===== src/rtl/multicycle_control_fsm_pkg.sv =====
// Shared definitions for the multi-cycle MIPS control path: states, opcodes,
// ALU and operand-select encodings, and the decoded opcode class.
package mips_ctrl_pkg;

  localparam logic [5:0] OP_RTYPE = 6'b000000;
  localparam logic [5:0] OP_LW    = 6'b100011;
  localparam logic [5:0] OP_SW    = 6'b101011;
  localparam logic [5:0] OP_BEQ   = 6'b000100;
  localparam logic [5:0] OP_BNE   = 6'b000101;
  localparam logic [5:0] OP_BGTZ  = 6'b000111;
  localparam logic [5:0] OP_ADDI  = 6'b001000;

  typedef enum logic [3:0] {
    S_FETCH, S_DECODE, S_MEM_ADDR, S_MEM_RD, S_MEM_WR, S_WB_MEM,
    S_EXEC_R, S_WB_R, S_EXEC_I, S_WB_I, S_BRANCH
  } state_e;

  typedef enum logic [2:0] {
    ALU_ADD   = 3'b000,
    ALU_SUB   = 3'b001,
    ALU_ADDI  = 3'b010,
    ALU_RTYPE = 3'b100
  } alu_op_e;

  typedef enum logic [1:0] {
    SRCB_RT      = 2'b00,
    SRCB_FOUR    = 2'b01,
    SRCB_IMM     = 2'b10,
    SRCB_IMM_SH2 = 2'b11
  } alu_src_b_e;

  typedef struct packed {
    logic rtype;
    logic lw;
    logic sw;
    logic beq;
    logic bne;
    logic bgtz;
    logic addi;
  } op_class_t;

endpackage


===== src/rtl/multicycle_control_fsm_if.sv =====
// Control/handshake bundle between the sequencer (master) and the
// datapath/memory side (slave).
interface multicycle_control_fsm_if #(
  parameter int unsigned OPCODE_W = 6
);
  logic                run;
  logic [OPCODE_W-1:0] opcode;
  logic                mem_ready;
  logic                mem_req;
  logic                mem_read;
  logic                mem_write;
  logic                i_or_d;
  logic                ir_write;
  logic                pc_write;
  logic                branch_eq;
  logic                branch_ne;
  logic                branch_gtz;
  logic                pc_source;
  logic                alu_src_a;
  logic [1:0]          alu_src_b;
  logic [2:0]          alu_op;
  logic                reg_dst;
  logic                mem_to_reg;
  logic                reg_write;
  logic                illegal_op;
  logic                mem_timeout;
  logic                busy;

  modport master (
    input  run, opcode, mem_ready,
    output mem_req, mem_read, mem_write, i_or_d, ir_write, pc_write,
           branch_eq, branch_ne, branch_gtz, pc_source, alu_src_a,
           alu_src_b, alu_op, reg_dst, mem_to_reg, reg_write,
           illegal_op, mem_timeout, busy
  );

  modport slave (
    output run, opcode, mem_ready,
    input  mem_req, mem_read, mem_write, i_or_d, ir_write, pc_write,
           branch_eq, branch_ne, branch_gtz, pc_source, alu_src_a,
           alu_src_b, alu_op, reg_dst, mem_to_reg, reg_write,
           illegal_op, mem_timeout, busy
  );
endinterface


===== src/rtl/multicycle_control_fsm_opcode_classifier.sv =====
// Combinational opcode decode into a one-hot instruction class plus illegal flag;
// shared with the single-cycle control path.
module opcode_classifier
  import mips_ctrl_pkg::*;
#(
  parameter int unsigned OPCODE_W = 6
) (
  input  logic [OPCODE_W-1:0] opcode_i,
  output op_class_t           class_o,
  output logic                illegal_o
);

  // Full-opcode match: the bit-level class equations alias unlisted opcodes
  // (e.g. 111111 would look like sw), which must decode as illegal instead.
  always_comb begin
    class_o       = '0;
    class_o.rtype = (opcode_i == OPCODE_W'(OP_RTYPE));
    class_o.lw    = (opcode_i == OPCODE_W'(OP_LW));
    class_o.sw    = (opcode_i == OPCODE_W'(OP_SW));
    class_o.beq   = (opcode_i == OPCODE_W'(OP_BEQ));
    class_o.bne   = (opcode_i == OPCODE_W'(OP_BNE));
    class_o.bgtz  = (opcode_i == OPCODE_W'(OP_BGTZ));
    class_o.addi  = (opcode_i == OPCODE_W'(OP_ADDI));
    illegal_o     = ~|class_o;
  end

endmodule


===== src/rtl/multicycle_control_fsm.sv =====
// Multi-cycle MIPS control sequencer: steps each instruction through the shared
// ALU / unified memory datapath, with a bounded wait on every memory access.
module multicycle_control_fsm
  import mips_ctrl_pkg::*;
#(
  parameter int unsigned OPCODE_W    = 6,
  parameter int unsigned TIMEOUT_W   = 4,
  parameter int unsigned MEM_TIMEOUT = 12
) (
  input logic                      clk,
  input logic                      rst_n,
  multicycle_control_fsm_if.master bus
);

  localparam logic [TIMEOUT_W-1:0] TIMEOUT_LAST = TIMEOUT_W'(MEM_TIMEOUT - 1);

  state_e                state_q;
  logic [TIMEOUT_W-1:0]  cnt_q;
  op_class_t             cls;
  logic                  illegal;
  logic                  fetch_req;
  logic                  mem_phase;
  logic                  ready_hit;
  logic                  expire;

  opcode_classifier #(.OPCODE_W(OPCODE_W)) u_classifier (
    .opcode_i  (bus.opcode),
    .class_o   (cls),
    .illegal_o (illegal)
  );

  // A nonzero wait count means a fetch request is already outstanding, so it
  // stays up even if run drops mid-wait.
  always_comb begin
    fetch_req = (state_q == S_FETCH) && (bus.run || (cnt_q != '0));
    mem_phase = fetch_req || (state_q == S_MEM_RD) || (state_q == S_MEM_WR);
    ready_hit = mem_phase && bus.mem_ready;
    expire    = mem_phase && !bus.mem_ready && (cnt_q == TIMEOUT_LAST);
  end

  always_ff @(posedge clk or negedge rst_n) begin
    if (!rst_n) begin
      state_q <= S_FETCH;
      cnt_q   <= '0;
    end else begin
      cnt_q <= (mem_phase && !bus.mem_ready && !expire) ? cnt_q + 1'b1 : '0;
      unique case (state_q)
        S_FETCH:    if (ready_hit) state_q <= S_DECODE;
        S_DECODE: begin
          if (cls.lw || cls.sw)                    state_q <= S_MEM_ADDR;
          else if (cls.rtype)                      state_q <= S_EXEC_R;
          else if (cls.addi)                       state_q <= S_EXEC_I;
          else if (cls.beq || cls.bne || cls.bgtz) state_q <= S_BRANCH;
          else                                     state_q <= S_FETCH;
        end
        S_MEM_ADDR: state_q <= cls.lw ? S_MEM_RD : S_MEM_WR;
        S_MEM_RD: begin
          if (ready_hit)   state_q <= S_WB_MEM;
          else if (expire) state_q <= S_FETCH;
        end
        S_MEM_WR:   if (ready_hit || expire) state_q <= S_FETCH;
        S_EXEC_R:   state_q <= S_WB_R;
        S_EXEC_I:   state_q <= S_WB_I;
        default:    state_q <= S_FETCH;
      endcase
    end
  end

  // Everything is forced low while reset is held, including the run-gated fetch request.
  always_comb begin
    bus.mem_req     = 1'b0;
    bus.mem_read    = 1'b0;
    bus.mem_write   = 1'b0;
    bus.i_or_d      = 1'b0;
    bus.ir_write    = 1'b0;
    bus.pc_write    = 1'b0;
    bus.branch_eq   = 1'b0;
    bus.branch_ne   = 1'b0;
    bus.branch_gtz  = 1'b0;
    bus.pc_source   = 1'b0;
    bus.alu_src_a   = 1'b0;
    bus.alu_src_b   = SRCB_RT;
    bus.alu_op      = ALU_ADD;
    bus.reg_dst     = 1'b0;
    bus.mem_to_reg  = 1'b0;
    bus.reg_write   = 1'b0;
    bus.illegal_op  = 1'b0;
    bus.mem_timeout = 1'b0;
    bus.busy        = 1'b0;
    if (rst_n) begin
      bus.busy = (state_q != S_FETCH) || fetch_req;
      unique case (state_q)
        S_FETCH: if (fetch_req) begin
          bus.mem_req     = 1'b1;
          bus.mem_read    = 1'b1;
          bus.alu_src_b   = SRCB_FOUR;
          bus.ir_write    = ready_hit;
          bus.pc_write    = ready_hit;
          bus.mem_timeout = expire;
        end
        S_DECODE: begin
          bus.alu_src_b  = SRCB_IMM_SH2;
          bus.illegal_op = illegal;
        end
        S_MEM_ADDR: begin
          bus.alu_src_a = 1'b1;
          bus.alu_src_b = SRCB_IMM;
        end
        S_MEM_RD: begin
          bus.mem_req     = 1'b1;
          bus.mem_read    = 1'b1;
          bus.i_or_d      = 1'b1;
          bus.mem_timeout = expire;
        end
        S_MEM_WR: begin
          bus.mem_req     = 1'b1;
          bus.mem_write   = 1'b1;
          bus.i_or_d      = 1'b1;
          bus.mem_timeout = expire;
        end
        S_WB_MEM: begin
          bus.reg_write  = 1'b1;
          bus.mem_to_reg = 1'b1;
        end
        S_EXEC_R: begin
          bus.alu_src_a = 1'b1;
          bus.alu_op    = ALU_RTYPE;
        end
        S_WB_R: begin
          bus.reg_write = 1'b1;
          bus.reg_dst   = 1'b1;
        end
        S_EXEC_I: begin
          bus.alu_src_a = 1'b1;
          bus.alu_src_b = SRCB_IMM;
          bus.alu_op    = ALU_ADDI;
        end
        S_WB_I:   bus.reg_write = 1'b1;
        S_BRANCH: begin
          bus.alu_src_a  = 1'b1;
          bus.alu_op     = ALU_SUB;
          bus.pc_source  = 1'b1;
          bus.branch_eq  = cls.beq;
          bus.branch_ne  = cls.bne;
          bus.branch_gtz = cls.bgtz;
        end
        default: ;
      endcase
    end
  end

endmodule


===== src/flat_wrapper.sv =====
// flat-port wrapper written by rule: the top's interface ports become plain ports
module multicycle_control_fsm_flat import mips_ctrl_pkg::*;
#(
  parameter int unsigned OPCODE_W    = 6,
  parameter int unsigned TIMEOUT_W   = 4,
  parameter int unsigned MEM_TIMEOUT = 12
)
  (clk, rst_n, bus_run, bus_opcode, bus_mem_ready, bus_mem_req, bus_mem_read, bus_mem_write, bus_i_or_d, bus_ir_write, bus_pc_write, bus_branch_eq, bus_branch_ne, bus_branch_gtz, bus_pc_source, bus_alu_src_a, bus_alu_src_b, bus_alu_op, bus_reg_dst, bus_mem_to_reg, bus_reg_write, bus_illegal_op, bus_mem_timeout, bus_busy);
  multicycle_control_fsm_if #(.OPCODE_W(OPCODE_W)) bus_i ();
  input logic clk;
  input logic rst_n;
  input wire logic [$bits(bus_i.run)-1:0] bus_run;
  input wire logic [$bits(bus_i.opcode)-1:0] bus_opcode;
  input wire logic [$bits(bus_i.mem_ready)-1:0] bus_mem_ready;
  output wire logic [$bits(bus_i.mem_req)-1:0] bus_mem_req;
  output wire logic [$bits(bus_i.mem_read)-1:0] bus_mem_read;
  output wire logic [$bits(bus_i.mem_write)-1:0] bus_mem_write;
  output wire logic [$bits(bus_i.i_or_d)-1:0] bus_i_or_d;
  output wire logic [$bits(bus_i.ir_write)-1:0] bus_ir_write;
  output wire logic [$bits(bus_i.pc_write)-1:0] bus_pc_write;
  output wire logic [$bits(bus_i.branch_eq)-1:0] bus_branch_eq;
  output wire logic [$bits(bus_i.branch_ne)-1:0] bus_branch_ne;
  output wire logic [$bits(bus_i.branch_gtz)-1:0] bus_branch_gtz;
  output wire logic [$bits(bus_i.pc_source)-1:0] bus_pc_source;
  output wire logic [$bits(bus_i.alu_src_a)-1:0] bus_alu_src_a;
  output wire logic [$bits(bus_i.alu_src_b)-1:0] bus_alu_src_b;
  output wire logic [$bits(bus_i.alu_op)-1:0] bus_alu_op;
  output wire logic [$bits(bus_i.reg_dst)-1:0] bus_reg_dst;
  output wire logic [$bits(bus_i.mem_to_reg)-1:0] bus_mem_to_reg;
  output wire logic [$bits(bus_i.reg_write)-1:0] bus_reg_write;
  output wire logic [$bits(bus_i.illegal_op)-1:0] bus_illegal_op;
  output wire logic [$bits(bus_i.mem_timeout)-1:0] bus_mem_timeout;
  output wire logic [$bits(bus_i.busy)-1:0] bus_busy;
  assign bus_i.run = bus_run;
  assign bus_i.opcode = bus_opcode;
  assign bus_i.mem_ready = bus_mem_ready;
  assign bus_mem_req = bus_i.mem_req;
  assign bus_mem_read = bus_i.mem_read;
  assign bus_mem_write = bus_i.mem_write;
  assign bus_i_or_d = bus_i.i_or_d;
  assign bus_ir_write = bus_i.ir_write;
  assign bus_pc_write = bus_i.pc_write;
  assign bus_branch_eq = bus_i.branch_eq;
  assign bus_branch_ne = bus_i.branch_ne;
  assign bus_branch_gtz = bus_i.branch_gtz;
  assign bus_pc_source = bus_i.pc_source;
  assign bus_alu_src_a = bus_i.alu_src_a;
  assign bus_alu_src_b = bus_i.alu_src_b;
  assign bus_alu_op = bus_i.alu_op;
  assign bus_reg_dst = bus_i.reg_dst;
  assign bus_mem_to_reg = bus_i.mem_to_reg;
  assign bus_reg_write = bus_i.reg_write;
  assign bus_illegal_op = bus_i.illegal_op;
  assign bus_mem_timeout = bus_i.mem_timeout;
  assign bus_busy = bus_i.busy;
  multicycle_control_fsm #(.OPCODE_W(OPCODE_W), .TIMEOUT_W(TIMEOUT_W), .MEM_TIMEOUT(MEM_TIMEOUT)) u_core (.clk(clk), .rst_n(rst_n), .bus(bus_i));
endmodule

===== config.mk =====
export PLATFORM = sky130hd
export DESIGN_NAME = multicycle_control_fsm_flat
export DESIGN_NICKNAME = d
export VERILOG_FILES = /design/src/rtl/multicycle_control_fsm_pkg.sv /design/src/rtl/multicycle_control_fsm_if.sv /design/src/rtl/multicycle_control_fsm_opcode_classifier.sv /design/src/rtl/multicycle_control_fsm.sv /design/src/flat_wrapper.sv
export SDC_FILE = /design/constraint.sdc
export NUM_CORES = 1
export LEC_CHECK = 0
export ABC_AREA = 1
export CAP_MARGIN = 20
export CORE_UTILIZATION = 48
export DETAILED_ROUTE_END_ITERATION = 8
export GPL_TIMING_DRIVEN = 0
export MAX_ROUTING_LAYER = met4
export PLACE_DENSITY = 0.89
export SETUP_SLACK_MARGIN = 0.3
export SLEW_MARGIN = 20
export SYNTH_ARGS = -nofsm -noshare
export SYNTH_HDL_FRONTEND = slang
export SYNTH_HIERARCHICAL = 1
export SYNTH_SLANG_ARGS = --single-unit

===== constraint.sdc =====
create_clock -name clk -period 2.58 [get_ports clk]
set_input_delay 0.258 -clock clk [delete_from_list [all_inputs] [get_ports clk]]
set_output_delay 0.258 -clock clk [all_outputs]
set_load 0.02 [all_outputs]

# Word level (Yosys, flattened, before mapping)
# Index checks and enable logic that the tools add are counted.
[word_totals]
regBits = 8
[op_classes]
n_addsub = 1
n_eq_ne = 20
mux = 50
n_reduce_logical = 26
[ops]
columns = ["cell", "count"]
rows = [
  ["$mux W4", 9],
  ["$mux W1", 32],
  ["$pmux W4 S7", 1],
  ["$eq A6 B3 Y1 const B", 3],
  ["$eq A4 B3 Y1 const B", 4],
  ["$eq A4 B4 Y1 const B", 4],
  ["$eq A6 B6 Y1 const B", 2],
  ["$pmux W3 S3", 1],
  ["$eq A4 B2 Y1 const B", 2],
  ["$logic_or A1 B1 Y1", 8],
  ["$reduce_bool A4 Y1", 2],
  ["$reduce_or A7 Y1", 1],
  ["$eq A6 B4 Y1 const B", 1],
  ["$logic_not A6 Y1", 1],
  ["$mux W3", 2],
  ["$pmux W1 S2", 3],
  ["$pmux W2 S3", 1],
  ["$logic_and A1 B1 Y1", 5],
  ["$add A4 B1 Y4 const B", 1],
  ["$eq A4 B1 Y1 const B", 1],
  ["$logic_not A4 Y1", 1],
  ["$reduce_or A2 Y1", 2],
  ["$reduce_or A4 Y1", 1],
  ["$logic_not A1 Y1", 3],
  ["other kinds (6)", 6],
]

# Longest topological paths before layout
[logic_depth]
depth_word = 10
depth_mapped = 11
depth_no_buf = 11

# Hierarchy
# Netlist, hierarchy kept.
[by_module_without_submodules]
columns = ["module", "n_inst", "cells_per_inst", "area_each_um2", "seq_area_each_um2"]
rows = [
  ["multicycle_control_fsm", 1, 116, 745.7, 200.2],
  ["opcode_classifier", 1, 29, 151.4, 0.0],
]

# Worst setup path after synthesis
# Ideal clock, no wire load.
[synth_timing]
kind = "reg-to-output"
start = "reg u_core.cnt_q[0]"
end = "out bus_pc_write"
arrival_time_ns = 1.386
t_required_ns = 2.322
slack_ns = 0.936
stages_incl_launch_ff = 7
n_path_buf = 1
path_cell_list = "dfrtp_1 inv_1 ha_1 nand3_1 nand3_1 nor2_1 buf_4"
[synth_between]
elab_chain_len = 9
[synth_rtl]
columns = ["element", "line", "rtl"]
rows = [
  ["start: declaration", "multicycle_control_fsm.sv:18", "logic [TIMEOUT_W-1:0] cnt_q;"],
  ["start signal: assignment", "multicycle_control_fsm.sv:46", "cnt_q <= (mem_phase && !bus.mem_ready && !expire) ? cnt_q + 1'b1 : '0;"],
  ["$reduce_bool A4 Y1 (*)", "multicycle_control_fsm.sv:35", "fetch_req = (state_q == S_FETCH) && (bus.run || (cnt_q != '0));"],
  ["$logic_or A1 B1 Y1 (*)", "multicycle_control_fsm.sv:35", ""],
  ["$logic_and A1 B1 Y1 (*)", "multicycle_control_fsm.sv:35", ""],
  ["$logic_or A1 B1 Y1 (2 in a row)", "multicycle_control_fsm.sv:36", "mem_phase = fetch_req || (state_q == S_MEM_RD) || (state_q == S_MEM_WR);"],
  ["$logic_and A1 B1 Y1", "multicycle_control_fsm.sv:37", "ready_hit = mem_phase && bus.mem_ready;"],
  ["$mux W1 (*) (3 in a row)", "--", ""],
  ["end: declaration", "flat_wrapper.sv:20", "output wire logic [$bits(bus_i.pc_write)-1:0] bus_pc_write;"],
]
# Mark *: on every way between the ends. The rest lies on a longest branch, timed or not.

# Worst setup path in the final report
[layout_timing]
start = "reg u_core.state_q[2]"
end = "out bus_alu_op[1]"
[layout_between]
elab_chain_len = 3
elab_cells_between_ends = 5
classes_between = "eq/ne: 3; mux: 2"
[layout_rtl]
columns = ["element", "line", "rtl"]
rows = [
  ["start: declaration", "multicycle_control_fsm.sv:17", "state_e state_q;"],
  ["start signal: assignment", "multicycle_control_fsm.sv:56", "S_MEM_ADDR: state_q <= cls.lw ? S_MEM_RD : S_MEM_WR;"],
  ["$eq A4 B4 Y1 / $eq A4 B3 Y1 (equally long branches)", "multicycle_control_fsm.sv:92", "unique case (state_q)"],
  ["$pmux W3 S3 (*)", "multicycle_control_fsm.sv:92", ""],
  ["$mux W3 (*)", "multicycle_control_fsm.sv:90", "if (rst_n) begin"],
  ["end: declaration", "flat_wrapper.sv:27", "output wire logic [$bits(bus_i.alu_op)-1:0] bus_alu_op;"],
]
# Marked as above.

==> results.md <==
Timing:
- The final setup TNS is 0 ns.
- The period utilization is 0.861.
- The setup violation total in the final timing report is 0.
- Across all hold checks on the routed design, the worst slack comes to 0.492 ns.
- The worst slew slack as a fraction of its limit is 0.725.
- For the pin with the worst max-slew slack, the measured transition is 0.411 ns.
- The worst path in the final design needs a cycle of 2.22 ns, including I/O delays and setup.
- The number of hold violations in the final report is 0.
- Setup repair after global routing left no endpoint under its margin.
- The clock skew after layout is 0.00713 ns.
- The final max-slew violation count was 0.
- The fmax is 0.450 GHz.

Placed design:
- Summed over all nets, the half-perimeter wirelength after detailed placement is 1880 um.
- The placer congestion estimate is 0.941.
- Buffers placed on the I/O ports in this run total 31.

Setup path:
- The signal on the critical path passes through nor2_1 > inv_1 > nor2_1 > inv_1 > nor2_1 > clkdlybuf4s50_1.
- The number of cells on the critical path is 6.
- The largest single stage delay on the critical path is 0.62 ns.
- The slowest stage of the critical path belongs to the cell sky130_fd_sc_hd__clkdlybuf4s50_1.
- At the worst endpoint, the required time is 2.32 ns.
- For the worst setup path, the data arrival time is 1.96 ns.
- The beginning of the worst register-to-register path is u_core/state_q[2].
- The capture point of the worst path is bus_alu_op[1].
- The setup path with the least slack is of type flop to output port.
- The worst setup path is captured at an output port.
- In this run the worst path has a maximum fanout of 5.
- The end of the worst register-to-register path is u_core/cnt_q[2].
- The critical path contains buffers and inverters numbering 3 combined.
- The number of cells on the worst reg-to-reg path is 7.
- The setup slack of the most critical reg-to-reg path is 1.18 ns.
- The kind of cell adding the most delay to the critical path is buffers and inverters.
- The dominant cell type by count on the critical path is sky130_fd_sc_hd__nor2_1.
- The critical path starts at u_core/state_q[2].
- STA classifies the critical path startpoint as a flop.

CTS:
- After clock tree synthesis, the setup repair step added 0 buffers.
- For the worst-skew pair, the clock arrives at the later sink with an insertion delay of 0.26 ns.
- The clock drives 8 sinks.
- The library cell used as clock root buffer is sky130_fd_sc_hd__clkbuf_4.
- The maximum level of the CTS H-tree is 1.
- After clock tree synthesis, the clock-pin slew on the worst setup and hold paths is 0.06 ns.
- Buffers inserted during clock tree synthesis total 3.
- TritonCTS built the clock tree.
- The clock passes through at most 2 buffers.

Status:
- The run finished with clean final reports.

Floorplan:
- The die footprint is 0.00205 mm2.
- The total core area is 0.00175 mm2.
- The die is 45.2 um wide.
- The cell row count is 15.
- 32 I/O pins were placed.
- For this configuration, the core starts out at a cell density of 0.514.
- The floorplan step set the die height to 45.2 um.

Synth:
- The number of warnings printed during yosys synthesis is 6.
- After synthesis, the share of flip-flops with an asynchronous set or reset is 1.00.
- The instance count of the mapped netlist is 145.
- The count of cell types in the netlist is 28.
- The most repeated cell in the gate-level netlist after synthesis is sky130_fd_sc_hd__nor2_1.
- The library cell occupying the most area in the post-synthesis netlist is sky130_fd_sc_hd__dfrtp_1.
- The mean post-synth cell area is 6.19 um2.
- By area the synthesized netlist is led by sky130_fd_sc_hd__dfrtp_1 (22%), sky130_fd_sc_hd__nor2_1 (14%), sky130_fd_sc_hd__inv_1 (10%), sky130_fd_sc_hd__nand2_1 (9.2%), sky130_fd_sc_hd__nand3_1 (5.0%).
- The number of flops mapped to enable cells by yosys is 0.
- Counting instances in the post-synthesis netlist gives the leading cell types as sky130_fd_sc_hd__nor2_1 (34), sky130_fd_sc_hd__inv_1 (24), sky130_fd_sc_hd__nand2_1 (22).
- The share of the Yosys chip area taken by registers is 0.223.
- The dominant register cell in the synthesized netlist is sky130_fd_sc_hd__dfrtp_1.
- Synthesis inferred 8 register bits.
- The portion of synthesized cell area occupied by the leading cell type is 0.223.
- The synthesized netlist occupies a cell area of 897 um2.
- The number of nets in the synthesized netlist is 157.

Power and ir drop:
- Of the total power, the share spent switching nets is 0.510.
- Across the VDD grid, the largest voltage drop is 0.000475 V.
- The net switching power is 437 uW.
- The proportion of power drawn by combinational gates is 0.667.
- Power spread over the standard cell area amounts to 664 mW/mm2.
- The internal power consumption is 421 uW.
- The proportion of power drawn by the clock network is 0.118.
- The sequential cell fraction of total power is 0.215.
- The static leakage power is 0.000754 uW.

Routing:
- The first detailed-routing pass ran for 4 iterations.
- The antenna violation net count after detailed routing is 0.
- In the routed layout, each cell is associated on average with a via count of 5.09.
- The total number of vias is 1044.
- Summed over all layers, the routed wires come to 2390 um.
- In the routed design, unresolved DRC markers number 0.
- The per-cell routed wire length is 11.6 um.
- The number of design-rule violations left by the first detailed-router iteration is 67.

Global routing:
- The wire length of the first global-routing pass is 3840 um.
- The remaining global-route overflow is 0.
- The all-layer global routing usage is 0.266.
- The number of global-route vias before repair is 915.
- The pin count of the biggest net entering global routing is 10.
- The number of antenna violations at the first check in global routing is 0.

Final layout:
- In the final layout, the share of cells above drive strength 1 is 0.183.
- The number of nets in the finished design is 194.
- The count of fill cells added during filler insertion is 145.
- The area added between synthesis and finish is 44.1%.
- The repair_antennas step left the layout with diodes totalling 0.

Worst hold path:
- In this run the worst hold path is classified as flop to flop.
- The hold path startpoint is u_core/cnt_q[0].

Job:
- The number of max-cap violations is 0.
==> layout make-up <==
cell class | count | area, um2 | area share
plain buffers | 1 | 7.51 | 0.00581
clock buffers | 3 | 22.5 | 0.0174
inverters | 30 | 113 | 0.0871
multi-input cells | 106 | 582 | 0.450
flip-flops and latches | 8 | 200 | 0.155
well taps | 25 | 31.3 | 0.0242
repair buffers | 32 | 337 | 0.260
==> worst reg2reg max path, stage by stage (launching register included) <==
cell	delay (ns)
sky130_fd_sc_hd__dfrtp_1	0.44
sky130_fd_sc_hd__inv_2	0.11
sky130_fd_sc_hd__nand2_4	0.07
sky130_fd_sc_hd__nor2_2	0.17
sky130_fd_sc_hd__nand2_2	0.09
sky130_fd_sc_hd__nand2_4	0.09
sky130_fd_sc_hd__nand3b_1	0.16
sky130_fd_sc_hd__a21oi_1	0.18
==> flip-flops by register name, indices dropped and copies added (netlist names) <==
| name | flops |
|---|---|
| u_core/cnt_q | 4 |
| u_core/state_q | 4 |
==> power by group through the flow <==
stage	registers [uW]	clock network [uW]	logic, uW
after floorplan	181	0	381
after global placement	186	0	554
after detailed placement	186	0	571
after CTS	184	105	578
after global routing	187	107	624
final	184	101	572
==> worst min path at each step <==
stage,cells past startpoint,end,slack (ns)
2_1_floorplan,0,u_core/cnt_q[0],-0.04
3_3_place_gp,1,u_core/cnt_q[0],0.47
3_5_place_dp,1,u_core/cnt_q[0],0.48
4_1_cts,1,u_core/cnt_q[0],0.49
5_1_grt,1,u_core/cnt_q[0],0.50
6_report,1,u_core/cnt_q[0],0.49
==> stage by stage <==
step	cells	setup WS, ns	instance area (um2)	util	power (uW)
2_1_floorplan	145	0.936	897	-	562
4_1_cts	205	0.321	1270	0.729	866
3_5_place_dp	201	-0.123	1240	0.710	757
6_report	205	0.359	1290	0.741	858
3_3_place_gp	201	-0.0779	1240	0.710	741
5_1_grt	205	0.308	1290	0.741	917
==> timing repair <==
action | CTS | global route
setup endpoints to repair | 22 | 8
gates cloned | 0 | 0
pin swaps | 0 | 0
hold endpoints to repair | 8 | 0
hold buffers | 1 | 0
resized for setup | 9 | 8
==> kinds of logic (layout without fill, tap and decap cells) <==
logic type	after synthesis	count (layout)	synth area share
and+or+nand+nor	94	94	0.537
buffers and inverters	31	66	0.134
AOI/OAI and AO/OA	9	9	0.0684
DFF	8	8	0.223
adders and majority gates	2	2	0.0279
xor gates and xnor gates	1	1	0.00976
==> layout by cell type (no fill, tap or decap), types with 3 or more instances in the layout <==
| master | instances |
|---|---|
| sky130_fd_sc_hd__nor2_1 | 32 |
| sky130_fd_sc_hd__nand2_2 | 4 |
| sky130_fd_sc_hd__nand2_1 | 22 |
| sky130_fd_sc_hd__dlymetal6s2s_1 | 8 |
| sky130_fd_sc_hd__clkdlybuf4s50_1 | 18 |
| sky130_fd_sc_hd__inv_2 | 5 |
| sky130_fd_sc_hd__dlygate4sd2_1 | 4 |
| sky130_fd_sc_hd__nand3_1 | 9 |
| sky130_fd_sc_hd__clkbuf_4 | 3 |
| sky130_fd_sc_hd__dfrtp_1 | 8 |
| sky130_fd_sc_hd__nor3_1 | 4 |
| sky130_fd_sc_hd__nand3_2 | 3 |
| sky130_fd_sc_hd__o21ai_0 | 4 |
| sky130_fd_sc_hd__nor2_2 | 6 |
| sky130_fd_sc_hd__nor2_4 | 3 |
| sky130_fd_sc_hd__inv_1 | 24 |
==> routing by layer <==
layer  part of all wire  global-route usage  up-vias
li1                   -                   -      525
met1               0.41               0.310      467
met2               0.51               0.464       47
met3              0.057              0.0120        5
met4              0.019               0.133        0
met5                  0                   -        -
Power figures use the tool's default switching activity.
